===== src/rtl/nco_ctrl_pkg.sv =====
// Shared types and default widths for the NCO control FSM and its sweep helper.
package nco_ctrl_pkg;

  localparam int unsigned NCO_ADDR_W  = 8;
  localparam int unsigned NCO_DATA_W  = 8;
  localparam int unsigned NCO_STEP_W  = 14;
  localparam int unsigned SWEEP_DIV_W = 16;

  typedef enum logic [2:0] {
    S_IDLE  = 3'd0,
    S_LOAD  = 3'd1,
    S_ARM   = 3'd2,
    S_RUN   = 3'd3,
    S_SWEEP = 3'd4
  } state_t;

endpackage


===== src/rtl/nco_ctrl_fsm_if.sv =====
// Command, sample-stream and NCO datapath signals between main_fsm/source and the NCO controller.
interface nco_ctrl_fsm_if
  import nco_ctrl_pkg::*;
#(
  parameter int unsigned ADDR_W = NCO_ADDR_W,
  parameter int unsigned DATA_W = NCO_DATA_W,
  parameter int unsigned STEP_W = NCO_STEP_W,
  parameter int unsigned DIV_W  = SWEEP_DIV_W
) ();

  logic              en_i;
  logic              abort_i;
  logic              load_start_i;
  logic              smp_valid_i;
  logic [DATA_W-1:0] smp_data_i;
  logic              smp_ready_o;
  logic              run_i;
  logic [STEP_W-1:0] freq_step_i;
  logic              sweep_en_i;
  logic [STEP_W-1:0] sweep_end_i;
  logic [STEP_W-1:0] sweep_inc_i;
  logic [DIV_W-1:0]  sweep_div_i;
  logic              nco_we_o;
  logic [ADDR_W-1:0] nco_addr_o;
  logic [DATA_W-1:0] nco_data_o;
  logic [STEP_W-1:0] nco_freq_step_o;
  logic              nco_phase_clr_o;
  logic              nco_run_o;
  logic              busy_o;
  logic              load_done_o;
  logic              sweep_done_o;

  modport master (
    output en_i, abort_i, load_start_i, smp_valid_i, smp_data_i, run_i, freq_step_i,
           sweep_en_i, sweep_end_i, sweep_inc_i, sweep_div_i,
    input  smp_ready_o, nco_we_o, nco_addr_o, nco_data_o, nco_freq_step_o, nco_phase_clr_o,
           nco_run_o, busy_o, load_done_o, sweep_done_o
  );

  modport slave (
    input  en_i, abort_i, load_start_i, smp_valid_i, smp_data_i, run_i, freq_step_i,
           sweep_en_i, sweep_end_i, sweep_inc_i, sweep_div_i,
    output smp_ready_o, nco_we_o, nco_addr_o, nco_data_o, nco_freq_step_o, nco_phase_clr_o,
           nco_run_o, busy_o, load_done_o, sweep_done_o
  );

endinterface


===== src/rtl/nco_sweep_step.sv =====
// Sweep tick divider plus saturating step adder; the FSM owns the step register itself.
module nco_sweep_step #(
  parameter int unsigned STEP_W = 14,
  parameter int unsigned DIV_W  = 16
) (
  input  logic              clk,
  input  logic              reset_n,
  input  logic              clr_i,
  input  logic              en_i,
  input  logic [DIV_W-1:0]  div_i,
  input  logic [STEP_W-1:0] step_i,
  input  logic [STEP_W-1:0] inc_i,
  input  logic [STEP_W-1:0] end_i,
  output logic              tick_o,
  output logic [STEP_W-1:0] step_o,
  output logic              reach_end_o
);

  logic [DIV_W-1:0] div_cnt_q, div_cnt_d;
  logic [STEP_W:0]  sum;

  // >= rather than == so a period shortened mid-sweep still produces a tick.
  assign tick_o = en_i & (div_cnt_q >= div_i);

  always_comb begin
    div_cnt_d = div_cnt_q;
    if (clr_i) begin
      div_cnt_d = '0;
    end else if (en_i) begin
      div_cnt_d = tick_o ? '0 : div_cnt_q + 1'b1;
    end
  end

  always_ff @(posedge clk or negedge reset_n) begin
    if (!reset_n) begin
      div_cnt_q <= '0;
    end else begin
      div_cnt_q <= div_cnt_d;
    end
  end

  // One extra bit keeps the sum from wrapping past the end step.
  assign sum         = {1'b0, step_i} + {1'b0, inc_i};
  assign reach_end_o = (inc_i == '0) | (sum >= {1'b0, end_i});
  assign step_o      = reach_end_o ? end_i : sum[STEP_W-1:0];

endmodule


===== src/rtl/nco_ctrl_fsm.sv =====
// NCO control FSM: wave-table load from a sample stream, phase arm, fixed-step run and
// linear frequency sweep. Every output is a flop loaded from next-state logic.
module nco_ctrl_fsm
  import nco_ctrl_pkg::*;
#(
  parameter int unsigned ADDR_W = NCO_ADDR_W,
  parameter int unsigned DATA_W = NCO_DATA_W,
  parameter int unsigned STEP_W = NCO_STEP_W,
  parameter int unsigned DIV_W  = SWEEP_DIV_W
) (
  input  logic           clk,
  input  logic           reset_n,
  nco_ctrl_fsm_if.slave  bus
);

  state_t            state_q, state_d;
  logic [ADDR_W-1:0] cnt_q, cnt_d;
  logic [ADDR_W-1:0] addr_q, addr_d;
  logic [DATA_W-1:0] data_q, data_d;
  logic [STEP_W-1:0] step_q, step_d;
  logic              we_q, we_d;
  logic              ready_q, ready_d;
  logic              clr_q, clr_d;
  logic              run_q, run_d;
  logic              busy_q, busy_d;
  logic              ld_done_q, ld_done_d;
  logic              sw_done_q, sw_done_d;

  logic              ovr;
  logic              hs;
  logic              div_clr;
  logic              sw_en;
  logic              tick;
  logic              reach_end;
  logic [STEP_W-1:0] sweep_next;

  assign ovr     = ~bus.en_i | bus.abort_i;
  assign hs      = bus.smp_valid_i & ready_q;
  assign div_clr = (state_q == S_ARM);
  assign sw_en   = (state_q == S_SWEEP) & ~ovr & bus.run_i;

  nco_sweep_step #(
    .STEP_W (STEP_W),
    .DIV_W  (DIV_W)
  ) u_sweep (
    .clk         (clk),
    .reset_n     (reset_n),
    .clr_i       (div_clr),
    .en_i        (sw_en),
    .div_i       (bus.sweep_div_i),
    .step_i      (step_q),
    .inc_i       (bus.sweep_inc_i),
    .end_i       (bus.sweep_end_i),
    .tick_o      (tick),
    .step_o      (sweep_next),
    .reach_end_o (reach_end)
  );

  always_comb begin
    state_d   = state_q;
    cnt_d     = cnt_q;
    addr_d    = addr_q;
    data_d    = data_q;
    step_d    = step_q;
    we_d      = 1'b0;
    ready_d   = 1'b0;
    clr_d     = 1'b0;
    ld_done_d = 1'b0;
    sw_done_d = 1'b0;

    if (ovr) begin
      state_d = S_IDLE;
    end else begin
      unique case (state_q)
        S_IDLE: begin
          // Load wins over run; run_i is seen again once the load returns here.
          if (bus.load_start_i) begin
            state_d = S_LOAD;
            cnt_d   = '0;
            ready_d = 1'b1;
          end else if (bus.run_i) begin
            state_d = S_ARM;
            step_d  = bus.freq_step_i;
            clr_d   = 1'b1;
          end
        end
        S_LOAD: begin
          ready_d = 1'b1;
          if (hs) begin
            we_d   = 1'b1;
            addr_d = cnt_q;
            data_d = bus.smp_data_i;
            cnt_d  = cnt_q + 1'b1;
            if (cnt_q == '1) begin
              ready_d   = 1'b0;
              ld_done_d = 1'b1;
              state_d   = S_IDLE;
            end
          end
        end
        S_ARM: begin
          state_d = bus.sweep_en_i ? S_SWEEP : S_RUN;
        end
        S_RUN: begin
          if (!bus.run_i) begin
            state_d = S_IDLE;
          end else begin
            step_d = bus.freq_step_i;
          end
        end
        S_SWEEP: begin
          if (!bus.run_i) begin
            state_d = S_IDLE;
          end else if (tick) begin
            step_d = sweep_next;
            if (reach_end) begin
              sw_done_d = 1'b1;
              state_d   = S_RUN;
            end
          end
        end
        default: begin
          state_d = S_IDLE;
        end
      endcase
    end

    run_d  = (state_d == S_RUN) | (state_d == S_SWEEP);
    busy_d = (state_d != S_IDLE);
  end

  always_ff @(posedge clk or negedge reset_n) begin
    if (!reset_n) begin
      state_q   <= S_IDLE;
      cnt_q     <= '0;
      addr_q    <= '0;
      data_q    <= '0;
      step_q    <= '0;
      we_q      <= 1'b0;
      ready_q   <= 1'b0;
      clr_q     <= 1'b0;
      run_q     <= 1'b0;
      busy_q    <= 1'b0;
      ld_done_q <= 1'b0;
      sw_done_q <= 1'b0;
    end else begin
      state_q   <= state_d;
      cnt_q     <= cnt_d;
      addr_q    <= addr_d;
      data_q    <= data_d;
      step_q    <= step_d;
      we_q      <= we_d;
      ready_q   <= ready_d;
      clr_q     <= clr_d;
      run_q     <= run_d;
      busy_q    <= busy_d;
      ld_done_q <= ld_done_d;
      sw_done_q <= sw_done_d;
    end
  end

  assign bus.smp_ready_o     = ready_q;
  assign bus.nco_we_o        = we_q;
  assign bus.nco_addr_o      = addr_q;
  assign bus.nco_data_o      = data_q;
  assign bus.nco_freq_step_o = step_q;
  assign bus.nco_phase_clr_o = clr_q;
  assign bus.nco_run_o       = run_q;
  assign bus.busy_o          = busy_q;
  assign bus.load_done_o     = ld_done_q;
  assign bus.sweep_done_o    = sw_done_q;

endmodule


===== src/flat_wrapper.sv =====
// flat-port wrapper written by rule: the top's interface ports become plain ports
module nco_ctrl_fsm_flat import nco_ctrl_pkg::*;
#(
  parameter int unsigned ADDR_W = NCO_ADDR_W,
  parameter int unsigned DATA_W = NCO_DATA_W,
  parameter int unsigned STEP_W = NCO_STEP_W,
  parameter int unsigned DIV_W  = SWEEP_DIV_W
)
  (clk, reset_n, bus_en_i, bus_abort_i, bus_load_start_i, bus_smp_valid_i, bus_smp_data_i, bus_run_i, bus_freq_step_i, bus_sweep_en_i, bus_sweep_end_i, bus_sweep_inc_i, bus_sweep_div_i, bus_smp_ready_o, bus_nco_we_o, bus_nco_addr_o, bus_nco_data_o, bus_nco_freq_step_o, bus_nco_phase_clr_o, bus_nco_run_o, bus_busy_o, bus_load_done_o, bus_sweep_done_o);
  nco_ctrl_fsm_if #(.ADDR_W(ADDR_W), .DATA_W(DATA_W), .STEP_W(STEP_W), .DIV_W(DIV_W)) bus_i ();
  input  logic clk;
  input  logic reset_n;
  input wire logic [$bits(bus_i.en_i)-1:0] bus_en_i;
  input wire logic [$bits(bus_i.abort_i)-1:0] bus_abort_i;
  input wire logic [$bits(bus_i.load_start_i)-1:0] bus_load_start_i;
  input wire logic [$bits(bus_i.smp_valid_i)-1:0] bus_smp_valid_i;
  input wire logic [$bits(bus_i.smp_data_i)-1:0] bus_smp_data_i;
  input wire logic [$bits(bus_i.run_i)-1:0] bus_run_i;
  input wire logic [$bits(bus_i.freq_step_i)-1:0] bus_freq_step_i;
  input wire logic [$bits(bus_i.sweep_en_i)-1:0] bus_sweep_en_i;
  input wire logic [$bits(bus_i.sweep_end_i)-1:0] bus_sweep_end_i;
  input wire logic [$bits(bus_i.sweep_inc_i)-1:0] bus_sweep_inc_i;
  input wire logic [$bits(bus_i.sweep_div_i)-1:0] bus_sweep_div_i;
  output wire logic [$bits(bus_i.smp_ready_o)-1:0] bus_smp_ready_o;
  output wire logic [$bits(bus_i.nco_we_o)-1:0] bus_nco_we_o;
  output wire logic [$bits(bus_i.nco_addr_o)-1:0] bus_nco_addr_o;
  output wire logic [$bits(bus_i.nco_data_o)-1:0] bus_nco_data_o;
  output wire logic [$bits(bus_i.nco_freq_step_o)-1:0] bus_nco_freq_step_o;
  output wire logic [$bits(bus_i.nco_phase_clr_o)-1:0] bus_nco_phase_clr_o;
  output wire logic [$bits(bus_i.nco_run_o)-1:0] bus_nco_run_o;
  output wire logic [$bits(bus_i.busy_o)-1:0] bus_busy_o;
  output wire logic [$bits(bus_i.load_done_o)-1:0] bus_load_done_o;
  output wire logic [$bits(bus_i.sweep_done_o)-1:0] bus_sweep_done_o;
  assign bus_i.en_i = bus_en_i;
  assign bus_i.abort_i = bus_abort_i;
  assign bus_i.load_start_i = bus_load_start_i;
  assign bus_i.smp_valid_i = bus_smp_valid_i;
  assign bus_i.smp_data_i = bus_smp_data_i;
  assign bus_i.run_i = bus_run_i;
  assign bus_i.freq_step_i = bus_freq_step_i;
  assign bus_i.sweep_en_i = bus_sweep_en_i;
  assign bus_i.sweep_end_i = bus_sweep_end_i;
  assign bus_i.sweep_inc_i = bus_sweep_inc_i;
  assign bus_i.sweep_div_i = bus_sweep_div_i;
  assign bus_smp_ready_o = bus_i.smp_ready_o;
  assign bus_nco_we_o = bus_i.nco_we_o;
  assign bus_nco_addr_o = bus_i.nco_addr_o;
  assign bus_nco_data_o = bus_i.nco_data_o;
  assign bus_nco_freq_step_o = bus_i.nco_freq_step_o;
  assign bus_nco_phase_clr_o = bus_i.nco_phase_clr_o;
  assign bus_nco_run_o = bus_i.nco_run_o;
  assign bus_busy_o = bus_i.busy_o;
  assign bus_load_done_o = bus_i.load_done_o;
  assign bus_sweep_done_o = bus_i.sweep_done_o;
  nco_ctrl_fsm #(.ADDR_W(ADDR_W), .DATA_W(DATA_W), .STEP_W(STEP_W), .DIV_W(DIV_W)) u_core (.clk(clk), .reset_n(reset_n), .bus(bus_i));
endmodule

===== config.mk =====
export PLATFORM = sky130hd
export DESIGN_NAME = nco_ctrl_fsm_flat
export DESIGN_NICKNAME = d
export VERILOG_FILES = /design/src/rtl/nco_ctrl_pkg.sv /design/src/rtl/nco_ctrl_fsm_if.sv /design/src/rtl/nco_sweep_step.sv /design/src/rtl/nco_ctrl_fsm.sv /design/src/flat_wrapper.sv
export SDC_FILE = /design/constraint.sdc
export NUM_CORES = 1
export LEC_CHECK = 0
export ABC_AREA = 1
export CAP_MARGIN = 20
export CORE_MARGIN = 2
export CORE_UTILIZATION = 50
export DETAILED_ROUTE_END_ITERATION = 12
export GPL_ROUTABILITY_DRIVEN = 0
export GPL_TIMING_DRIVEN = 0
export PLACE_DENSITY_LB_ADDON = 0.05
export RECOVER_POWER = 25
export SYNTH_ARGS = -nofsm -noshare
export SYNTH_HDL_FRONTEND = slang
export SYNTH_SLANG_ARGS = --single-unit
export TNS_END_PERCENT = 10

===== constraint.sdc =====
create_clock -name clk -period 5.51 [get_ports clk]
set_clock_uncertainty 0.2 [all_clocks]
set_input_delay 1.102 -clock clk [delete_from_list [all_inputs] [get_ports clk]]
set_output_delay 1.102 -clock clk [all_outputs]
set_load 0.02 [all_outputs]

==> impl_metrics.py, run 1 <==
metrics = {
    "status": {
        "status": "finished with violations",
        "violations": "max-capacitance violations, max-slew violations",
    },
    "placement": {
        "placed_cell_area_um2": 6349,
        "io_buffers": 110,
        "dpl.hpwl_mm": 10.76,
    },
    "floorplanning": {
        "die_area_um2": 10990,
        "die_h_um": 104.8,
        "start_util": 0.5177,
        "rows": 36,
        "coreArea_um2": 9819,
        "num_io_pins": 111,
        "fp.dieW_um": 104.8,
    },
    "clocking": {
        "cts_sinks": 64,
        "clock_latency_ns": 0.35,
        "cts_resized": 0,
        "cts_made_buffers": 9,
        "cts_hold_buf": 0,
        "cts_tree": "done",
        "clockRootBuffer": "clkbuf_8",
        "ctsLongestPathBuffers": 2,
        "h-tree-depth": 3,
        "cts_setup_buffers": 0,
        "path_clk_slew_ns": 0.08,
    },
    "layout": {
        "drive_above_1_share": 0.06113,
        "diodes": 0,
        "utilization": 0.6715,
        "fin_nets": 983,
        "syn2layout_area_growth_pct": 29.71,
        "fin_area_um2": 6594,
    },
    "timing": {
        "max_freq_ghz": 0.2171,
        "maxSlewHeadroom": -1.352,
        "min_period_ns": 4.606,
        "drv_slew": 65,
        "setup_tns_ns": 0,
        "rsz0062_at_grt": "no",
        "hold_viol": 0,
        "finalCritPeriodShare": 0.8360,
        "finalSetupViolations": 0,
        "worst_slew_pin_slew_ns": 3.529,
    },
    "setup_path": {
        "critPathRequiredTime_ns": 5.55,
        "critical_path.max_stage_delay_ns": 0.51,
        "critPathSlowestCell": "clkdlybuf4s50_1",
        "path_buf_inv": 5,
        "path_class": "in2reg",
        "cpLargestDelayFamily": "simple AND/OR/NAND/NOR gates",
        "endpoint_kind": "register",
        "path_cells": "clkdlybuf4s50_1 > ha_1 > inv_1 > fa_1 > inv_1 > nand3_1 > nand3_1 > nand3_1 > nand3_1 > nand2_1 > nand2_1 > inv_1 > ha_1 > nand3_1 > nand4_1 > nor3_4 > buf_2 > nand4_1 > nand3_1 > a21oi_1",
        "critPathArrivalTime_ns": 4.64,
        "cp-start-kind": "input port",
        "critPathMaxFanout": 10,
        "crit_top_cell": "nand3_1",
    },
    "logic_synthesis": {
        "syn_area_um2": 5084,
        "synth_warnings": 0,
        "synth_top_area_cell": "dfrtp_1",
        "synth_edf_count": 0,
        "syn_area_per_cell_um2": 6.860,
        "synth_top_flop_cell": "dfrtp_1",
        "syn-instance-count": 741,
        "synth.area.top_cells": "dfrtp_1, nand2_1, ha_1",
        "ys_ff_latch": 64,
        "ys_seq_area_frac": 0.3150,
        "yosysTopAreaCellShare": 0.3150,
        "synth_cell_types": 39,
        "synth-async-reset-ratio": 1.000,
        "synth_fp_nets": 862,
    },
    "routing": {
        "firstDrtPassIters": 5,
        "vias": 5130,
        "ant_nets": 0,
        "routedWlPerCell_um": 13.64,
        "routed_wl_mm": 13.64,
        "drc": 0,
        "drtIter0Drc": 245,
        "viasPerCell": 5.130,
    },
    "pwr": {
        "powerDensity_nw_per_um2": 304.4,
        "total_power_mw": 2.007,
        "p_leak_nw": 3.514,
        "vdd_drop_max_v": 0.0001580,
    },
    "run": {
        "maxCapViolCount": 1,
    },
    "global_routing": {
        "grt_pass1_wl_mm": 22.69,
        "grt_pass1_vias": 5055,
        "grt_use_total": 0.2528,
        "grt_overflow_total": 0,
        "grt_max_degree": 65,
        "antenna_found_initial": 0,
    },
    "worst_hold_path": {
        "hold_class": "reg2reg",
    },
}
==> cells by family after synthesis <==
family	Yosys count	share of synthesized area
flops	64	0.3150
fa+ha+maj	47	0.1172
simple gates	361	0.3180
compound gates	83	0.08934
buf+inv	168	0.1295
xor+xnor	18	0.03101
==> power by group <==
group	total, mW	switching (mW)	internal, mW
sequential	0.569	0.0497	0.519
clock	0.524	0.218	0.306
combinational	0.914	0.537	0.377
total	2.01	0.805	1.20
==> sequential cells by signal, summed over array words and instances (netlist names) <==
name                        flops
u_core.bus.load_done_o          1
u_core.bus.nco_data_o           8
u_core.bus.nco_phase_clr_o      1
u_core.bus.nco_run_o            1
u_core.bus.smp_ready_o          1
u_core.bus.busy_o               1
u_core.bus.nco_we_o             1
u_core.u_sweep.div_cnt_q       16
u_core.bus.sweep_done_o         1
u_core.cnt_q                    8
u_core.bus.nco_freq_step_o     14
u_core.state_q                  3
u_core.bus.nco_addr_o           8
==> final cells by class <==
cell class	count	area [um^2]
inverter	153	574.3
tap	133	166.4
timing repair buffer	110	1095
sequential	64	1602
clock inverter	7	125.1
buffer	15	83.83
multi-input combinational	509	2824
fill	913	3226
clock buffer	9	123.9
==> path summary, 6_finish.rpt <==
kind                            cells past startpoint                            end                           from  slack (ns)
worst max-delay path                               20  u_core.bus.nco_freq_step_o[4]             bus_sweep_inc_i[0]        0.90
worst min-delay path                                2       u_core.bus.nco_data_o[7]       u_core.bus.nco_data_o[7]        0.28
worst max register to register                     19  u_core.bus.nco_freq_step_o[4]  u_core.bus.nco_freq_step_o[0]        1.79
worst min register to register                      2       u_core.bus.nco_data_o[7]       u_core.bus.nco_data_o[7]        0.28
max in group asynchronous                           1  u_core.bus.nco_freq_step_o[9]                        reset_n        1.38
min in group asynchronous                           1   u_core.u_sweep.div_cnt_q[10]                        reset_n        1.74
==> cells in the mapped netlist, drive strengths merged, types with 3 or more instances <==
| library cell | n |
|---|---|
| nor2 | 76 |
| inv | 153 |
| buf | 12 |
| a21oi | 46 |
| ha | 46 |
| clkbuf | 3 |
| o21ai | 19 |
| nand2 | 189 |
| dfrtp | 64 |
| nor3 | 14 |
| xor2 | 16 |
| o22ai | 12 |
| nand4 | 22 |
| nand3 | 54 |
==> through the flow <==
stage / instances / hold WS (ns) / setup WS, ns
3_5_place_dp: 984 / 0.2632 / 0.6035
6_report: 1000 / 0.2827 / 0.9036
5_1_grt: 1000 / 0.3047 / 0.6429
2_1_floorplan: 741 / 0.2718 / 1.666
4_1_cts: 1000 / 0.2870 / 0.9370
3_3_place_gp: 984 / 0.2539 / 0.6516
==> per-layer routing <==
layer	vias up	track usage	wire [um]
li1	2584	-	-
met1	2366	0.3315	6063
met2	160	0.4165	6384
met3	20	0.05614	986
met4	0	0.07810	208
met5	-	0	0
==> worst min-delay path, cell delays in order, from the launching register on <==
cell     delay, ns
dfrtp_1       0.35
nand2_1       0.06
nand2_1       0.05
==> cells in the final DEF, fill, tap and decap left out, types with 2 or more instances in the layout <==
| cell | instances |
|---|---|
| nand2_1 | 180 |
| inv_1 | 150 |
| clkdlybuf4s50_1 | 109 |
| nor2_1 | 73 |
| dfrtp_1 | 64 |
| nand3_1 | 51 |
| ha_1 | 46 |
| a21oi_1 | 44 |
| nand4_1 | 22 |
| xor2_1 | 16 |
| o21ai_0 | 15 |
| o22ai_1 | 12 |
| nor3_1 | 9 |
| nand2_2 | 9 |
| clkbuf_8 | 9 |
| buf_2 | 7 |
| clkbuf_1 | 4 |
| o21ai_1 | 3 |
| inv_2 | 3 |
| nor3_2 | 3 |
| nor2_2 | 3 |
| bufinv_16 | 3 |
| inv_6 | 3 |
| nand3_2 | 2 |
| a31oi_1 | 2 |
| a21oi_2 | 2 |
| xnor2_1 | 2 |
| a21o_1 | 2 |
| nor3_4 | 2 |
| buf_6 | 2 |
| buf_1 | 2 |
No activity file was read; power rests on OpenSTA's default activity.
==> inputs of run 2 (changes only) <==
- clock period: 5.51 -> 4.8 ns (I/O delays scaled with it)
==> impl_metrics.py, run 2 (synthesized netlist as in run 1, its figures left out) <==
metrics = {
    "routing": {
        "routed_wl_mm": 13.62,
        "drtIter0Drc": 258,
        "vias": 5127,
        "ant_nets": 0,
        "firstDrtPassIters": 6,
        "drc": 0,
        "routedWlPerCell_um": 13.62,
        "viasPerCell": 5.127,
    },
    "clocking": {
        "cts_sinks": 64,
        "ctsLongestPathBuffers": 2,
        "cts_resized": 0,
        "cts_made_buffers": 9,
        "h-tree-depth": 3,
        "cts_setup_buffers": 0,
        "clock_latency_ns": 0.35,
        "path_clk_slew_ns": 0.08,
        "cts_hold_buf": 0,
        "cts_tree": "done",
        "clockRootBuffer": "clkbuf_8",
    },
    "placement": {
        "dpl.hpwl_mm": 10.76,
        "placed_cell_area_um2": 6349,
        "io_buffers": 110,
        "dp_slack_ns": 0.03553,
    },
    "setup_path": {
        "path_cells": "clkdlybuf4s50_1 > ha_1 > inv_1 > fa_1 > inv_1 > nand3_1 > nand3_1 > nand3_1 > nand3_1 > nand2_1 > nand2_1 > inv_1 > ha_1 > nand3_1 > nand4_1 > nor3_4 > nand3_4 > buf_6 > nand2_1 > nand3_1 > a21oi_1",
        "timing.rr.end": "u_core.bus.nco_freq_step_o[6]",
        "crit_top_cell": "nand3_1",
        "r2r_slack_ns": 1.08,
        "critPathRequiredTime_ns": 4.87,
        "path_depth": 21,
        "cpLargestDelayFamily": "simple AND/OR/NAND/NOR gates",
        "r2r-start": "u_core.bus.nco_freq_step_o[0]",
        "critPathMaxFanout": 10,
        "startpoint": "bus_sweep_inc_i[0]",
        "path_class": "in2reg",
        "critPathArrivalTime_ns": 4.54,
        "endpoint_kind": "register",
        "worstRegToRegCells": 20,
        "endpoint": "u_core.bus.nco_freq_step_o[6]",
        "critical_path.max_stage_delay_ns": 0.51,
        "critPathSlowestCell": "clkdlybuf4s50_1",
        "path_buf_inv": 5,
        "cp-start-kind": "input port",
    },
    "pwr": {
        "p_leak_nw": 3.517,
        "vdd_drop_max_v": 0.0001816,
        "powerDensity_nw_per_um2": 349.5,
    },
    "timing": {
        "setup_slack_ns": 0.3371,
        "max_freq_ghz": 0.2241,
        "drv_slew": 65,
        "setup_tns_ns": 0,
        "finalSetupViolations": 0,
        "hold_slack_ns": 0.2826,
        "min_period_ns": 4.463,
        "maxSlewHeadroom": -0.08698,
        "worst_slew_pin_slew_ns": 1.630,
        "finalCritPeriodShare": 0.9298,
        "hold_viol": 0,
        "rsz0062_at_grt": "no",
    },
    "global_routing": {
        "grt_pass1_wl_mm": 22.69,
        "grt_pass1_vias": 5055,
        "grt_use_total": 0.2528,
        "grt_max_degree": 65,
        "antenna_found_initial": 0,
        "grt_overflow_total": 0,
    },
    "layout": {
        "final_common_cell": "nand2_1",
        "fin_nets": 983,
        "top_register": "u_core.u_sweep.div_cnt_q",
        "fin_area_um2": 6595,
        "largest_reg_flops": 16,
        "regArea_um2": 1602,
        "multi_input_area_um2": 2824,
        "syn2layout_area_growth_pct": 29.73,
        "diodes": 0,
        "drive_above_1_share": 0.06228,
        "layout_common_cells": "nand2_1, inv_1, clkdlybuf4s50_1",
        "fillCellCount": 912,
    },
    "floorplanning": {
        "die_area_um2": 10990,
        "start_util": 0.5177,
        "die_h_um": 104.8,
        "rows": 36,
        "fp.dieW_um": 104.8,
        "coreArea_um2": 9819,
        "num_io_pins": 111,
    },
    "run": {
        "maxCapViolCount": 1,
    },
    "status": {
        "status": "finished with violations",
        "violations": "max-capacitance violations, max-slew violations",
    },
    "worst_hold_path": {
        "hold_class": "reg2reg",
    },
}
==> run 2: cell count changes in the layout (fill, tap and decap cells not counted) <==
cell and delta:
clkbuf_1 -1, clkbuf_2 +1
==> run 2: per-stage QoR <==
stage	cells	utilization	power, mW
floorplan	741	-	1.370
global placement	984	0.6468	1.667
detailed placement	984	0.6465	1.700
CTS	1000	0.6719	2.310
global route	1000	0.6716	2.478
finish	1000	0.6716	2.305
==> run 2: cell type report <==
type | count | area share
multi-input cells | 509 | 0.4282
flip-flops and latches | 64 | 0.2428
repair buffers | 110 | 0.1662
inverters | 153 | 0.08708
well taps | 133 | 0.02523
clock inverters | 7 | 0.01897
clock buffers | 9 | 0.01878
plain buffers | 15 | 0.01271
==> run 2: worst min path at each step <==
stage | slack [ns] | cells after the start | start | to
after floorplan | 0.27 | 2 | u_core.cnt_q[4] | u_core.bus.nco_addr_o[4]
after global placement | 0.25 | 2 | u_core.bus.nco_data_o[3] | u_core.bus.nco_data_o[3]
after detailed placement | 0.26 | 2 | u_core.bus.nco_data_o[4] | u_core.bus.nco_data_o[4]
after CTS | 0.29 | 2 | u_core.bus.nco_data_o[5] | u_core.bus.nco_data_o[5]
after global routing | 0.30 | 2 | u_core.bus.nco_data_o[2] | u_core.bus.nco_data_o[2]
final | 0.28 | 2 | u_core.bus.nco_data_o[7] | u_core.bus.nco_data_o[7]
==> run 2: worst register-to-register path: cells and delay by family (launching register included) <==
kind | cells | cell delay, ns
AOI/OAI and AO/OA | 1 | 0.17
adders and majority gates | 3 | 0.93
buffers and inverters | 4 | 0.41
DFF | 1 | 0.39
and+or+nand+nor | 12 | 1.54
==> run 2: power breakdown <==
part	leakage, nW	internal (mW)	switching [mW]	total (mW)
Combinational	2.55	0.432	0.616	1.05
Clock	0.125	0.352	0.252	0.604
Sequential	0.846	0.596	0.0569	0.653
Total	3.52	1.38	0.925	2.31
==> run 2: layer usage <==
layer | global-route usage | vias to the layer above | part of all wire
met1 | 0.3315 | 2365 | 0.45
met4 | 0.07810 | 0 | 0.017
met3 | 0.05614 | 23 | 0.069
li1 | - | 2583 | -
met2 | 0.4165 | 156 | 0.47
met5 | 0 | - | 0
==> inputs of run 3 (changes only) <==
- clock period: 4.8 -> 4.6 ns (I/O delays scaled with it)
==> impl_metrics.py, run 3 (synthesized netlist as in run 1, its figures left out) <==
metrics = {
    "global_routing": {
        "grt_overflow_total": 0,
        "antenna_found_initial": 0,
        "grt_pass1_vias": 5055,
        "grt_use_total": 0.2528,
        "grt_pass1_wl_mm": 22.69,
        "grt_max_degree": 65,
    },
    "layout": {
        "largest_reg_flops": 16,
        "fin_nets": 983,
        "drive_above_1_share": 0.06459,
        "final_common_cell": "nand2_1",
        "utilization": 0.6724,
        "syn2layout_area_growth_pct": 29.88,
        "layout_common_cells": "nand2_1, inv_1, clkdlybuf4s50_1",
        "diodes": 0,
        "top_register": "u_core.u_sweep.div_cnt_q",
    },
    "setup_path": {
        "endpoint": "u_core.bus.nco_freq_step_o[4]",
        "endpoint_kind": "register",
        "worstRegToRegCells": 19,
        "critPathMaxFanout": 10,
        "crit_top_cell": "nand3_1",
        "critPathArrivalTime_ns": 4.37,
        "timing.rr.end": "u_core.bus.nco_freq_step_o[4]",
        "critPathSlowestCell": "clkdlybuf4s50_1",
        "r2r-start": "u_core.bus.nco_freq_step_o[0]",
        "path_depth": 20,
        "critPathRequiredTime_ns": 4.64,
        "path_buf_inv": 5,
        "r2r_slack_ns": 0.98,
        "cpLargestDelayFamily": "simple AND/OR/NAND/NOR gates",
        "path_cells": "clkdlybuf4s50_1 > ha_2 > inv_1 > fa_1 > inv_1 > nand3_1 > nand3_2 > nand3_1 > nand3_1 > nand2_1 > nand2_1 > inv_1 > ha_1 > nand3_1 > nand4_1 > nor3_4 > buf_2 > nand4_1 > nand3_1 > a21oi_1",
        "cp-start-kind": "input port",
        "path_class": "in2reg",
        "critical_path.max_stage_delay_ns": 0.51,
        "startpoint": "bus_sweep_inc_i[0]",
    },
    "timing": {
        "finalSetupViolations": 0,
        "worst_slew_pin_slew_ns": 1.641,
        "hold_slack_ns": 0.2826,
        "min_period_ns": 4.328,
        "max_freq_ghz": 0.2310,
        "maxSlewHeadroom": -0.09383,
        "finalCritPeriodShare": 0.9409,
        "rsz0062_at_grt": "no",
        "hold_viol": 0,
        "drv_slew": 65,
    },
    "clocking": {
        "clockRootBuffer": "clkbuf_8",
        "ctsLongestPathBuffers": 2,
        "cts_sinks": 64,
        "path_clk_slew_ns": 0.08,
        "cts_hold_buf": 0,
        "cts_made_buffers": 9,
        "cts_tree": "done",
        "clock_latency_ns": 0.35,
        "h-tree-depth": 3,
    },
    "routing": {
        "routedWlPerCell_um": 13.57,
        "firstDrtPassIters": 5,
        "vias": 5124,
        "drtIter0Drc": 258,
        "drc": 0,
        "routed_wl_mm": 13.57,
        "ant_nets": 0,
        "viasPerCell": 5.124,
    },
    "floorplanning": {
        "rows": 36,
        "die_area_um2": 10990,
        "coreArea_um2": 9819,
        "start_util": 0.5177,
        "fp.dieW_um": 104.8,
        "num_io_pins": 111,
        "die_h_um": 104.8,
    },
    "status": {
        "violations": "max-capacitance violations, max-slew violations",
        "status": "finished with violations",
    },
    "placement": {
        "dpl.hpwl_mm": 10.76,
        "io_buffers": 110,
    },
    "worst_hold_path": {
        "hold_class": "reg2reg",
    },
    "pwr": {
        "vdd_drop_max_v": 0.0001895,
        "powerDensity_nw_per_um2": 364.2,
        "p_leak_nw": 3.520,
    },
    "run": {
        "maxCapViolCount": 1,
    },
}
[run 3: cell counts in the layout (fill, tap and decap cells not counted)]
No cell type changed its count.
[run 3: layout make-up]
cell class                 count  area [um^2]
inverter                     153        574.3
tap                          133        166.4
clock buffer                   9        123.9
timing repair buffer         110         1096
multi-input combinational    509         2831
buffer                        15        83.83
fill                         911         3217
clock inverter                 7        125.1
sequential                    64         1602
[run 3: timing repair]
action,in CTS,in global routing
setup buffers,0,0
gates resized for setup,0,2
setup endpoints to repair,0,13
[run 3: power breakdown]
part           total (mW)  internal [mW]  switching (mW)
combinational        1.09          0.453           0.642
sequential          0.681          0.622          0.0593
clock               0.629          0.367           0.262
[run 3: worst min-delay path by stage]
stage	slack, ns	end	cells past startpoint	start
2_1_floorplan	0.27	u_core.bus.nco_addr_o[4]	2	u_core.cnt_q[4]
3_3_place_gp	0.25	u_core.bus.nco_data_o[3]	2	u_core.bus.nco_data_o[3]
3_5_place_dp	0.26	u_core.bus.nco_data_o[4]	2	u_core.bus.nco_data_o[4]
4_1_cts	0.29	u_core.bus.nco_data_o[5]	2	u_core.bus.nco_data_o[5]
5_1_grt	0.30	u_core.bus.nco_data_o[2]	2	u_core.bus.nco_data_o[2]
6_report	0.28	u_core.bus.nco_data_o[7]	2	u_core.bus.nco_data_o[7]
[run 3: per-layer routing]
metal | GRT usage | routed length, um
met4 | 0.07810 | 237
met5 | 0 | 0
met3 | 0.05614 | 939
met2 | 0.4165 | 6310
met1 | 0.3315 | 6083
[run 3: tightest hold or removal path: stages, from the launching register on]
cell and delay (ns):
dfrtp_1 0.35, nand2_1 0.06, nand2_1 0.05
[run 3: per-stage QoR]
stage / TNS [ns] / worst slack, ns / power (mW) / instances / instance area (um^2)
after floorplan: 0 / 0.9378 / 1.430 / 741 / 5084
after global placement: -0.5132 / -0.07637 / 1.739 / 984 / 6351
after detailed placement: -1.333 / -0.1245 / 1.774 / 984 / 6349
after CTS: 0 / 0.2090 / 2.410 / 1000 / 6598
after global routing: 0 / 0.03314 / 2.588 / 1000 / 6603
final: 0 / 0.2716 / 2.405 / 1000 / 6603
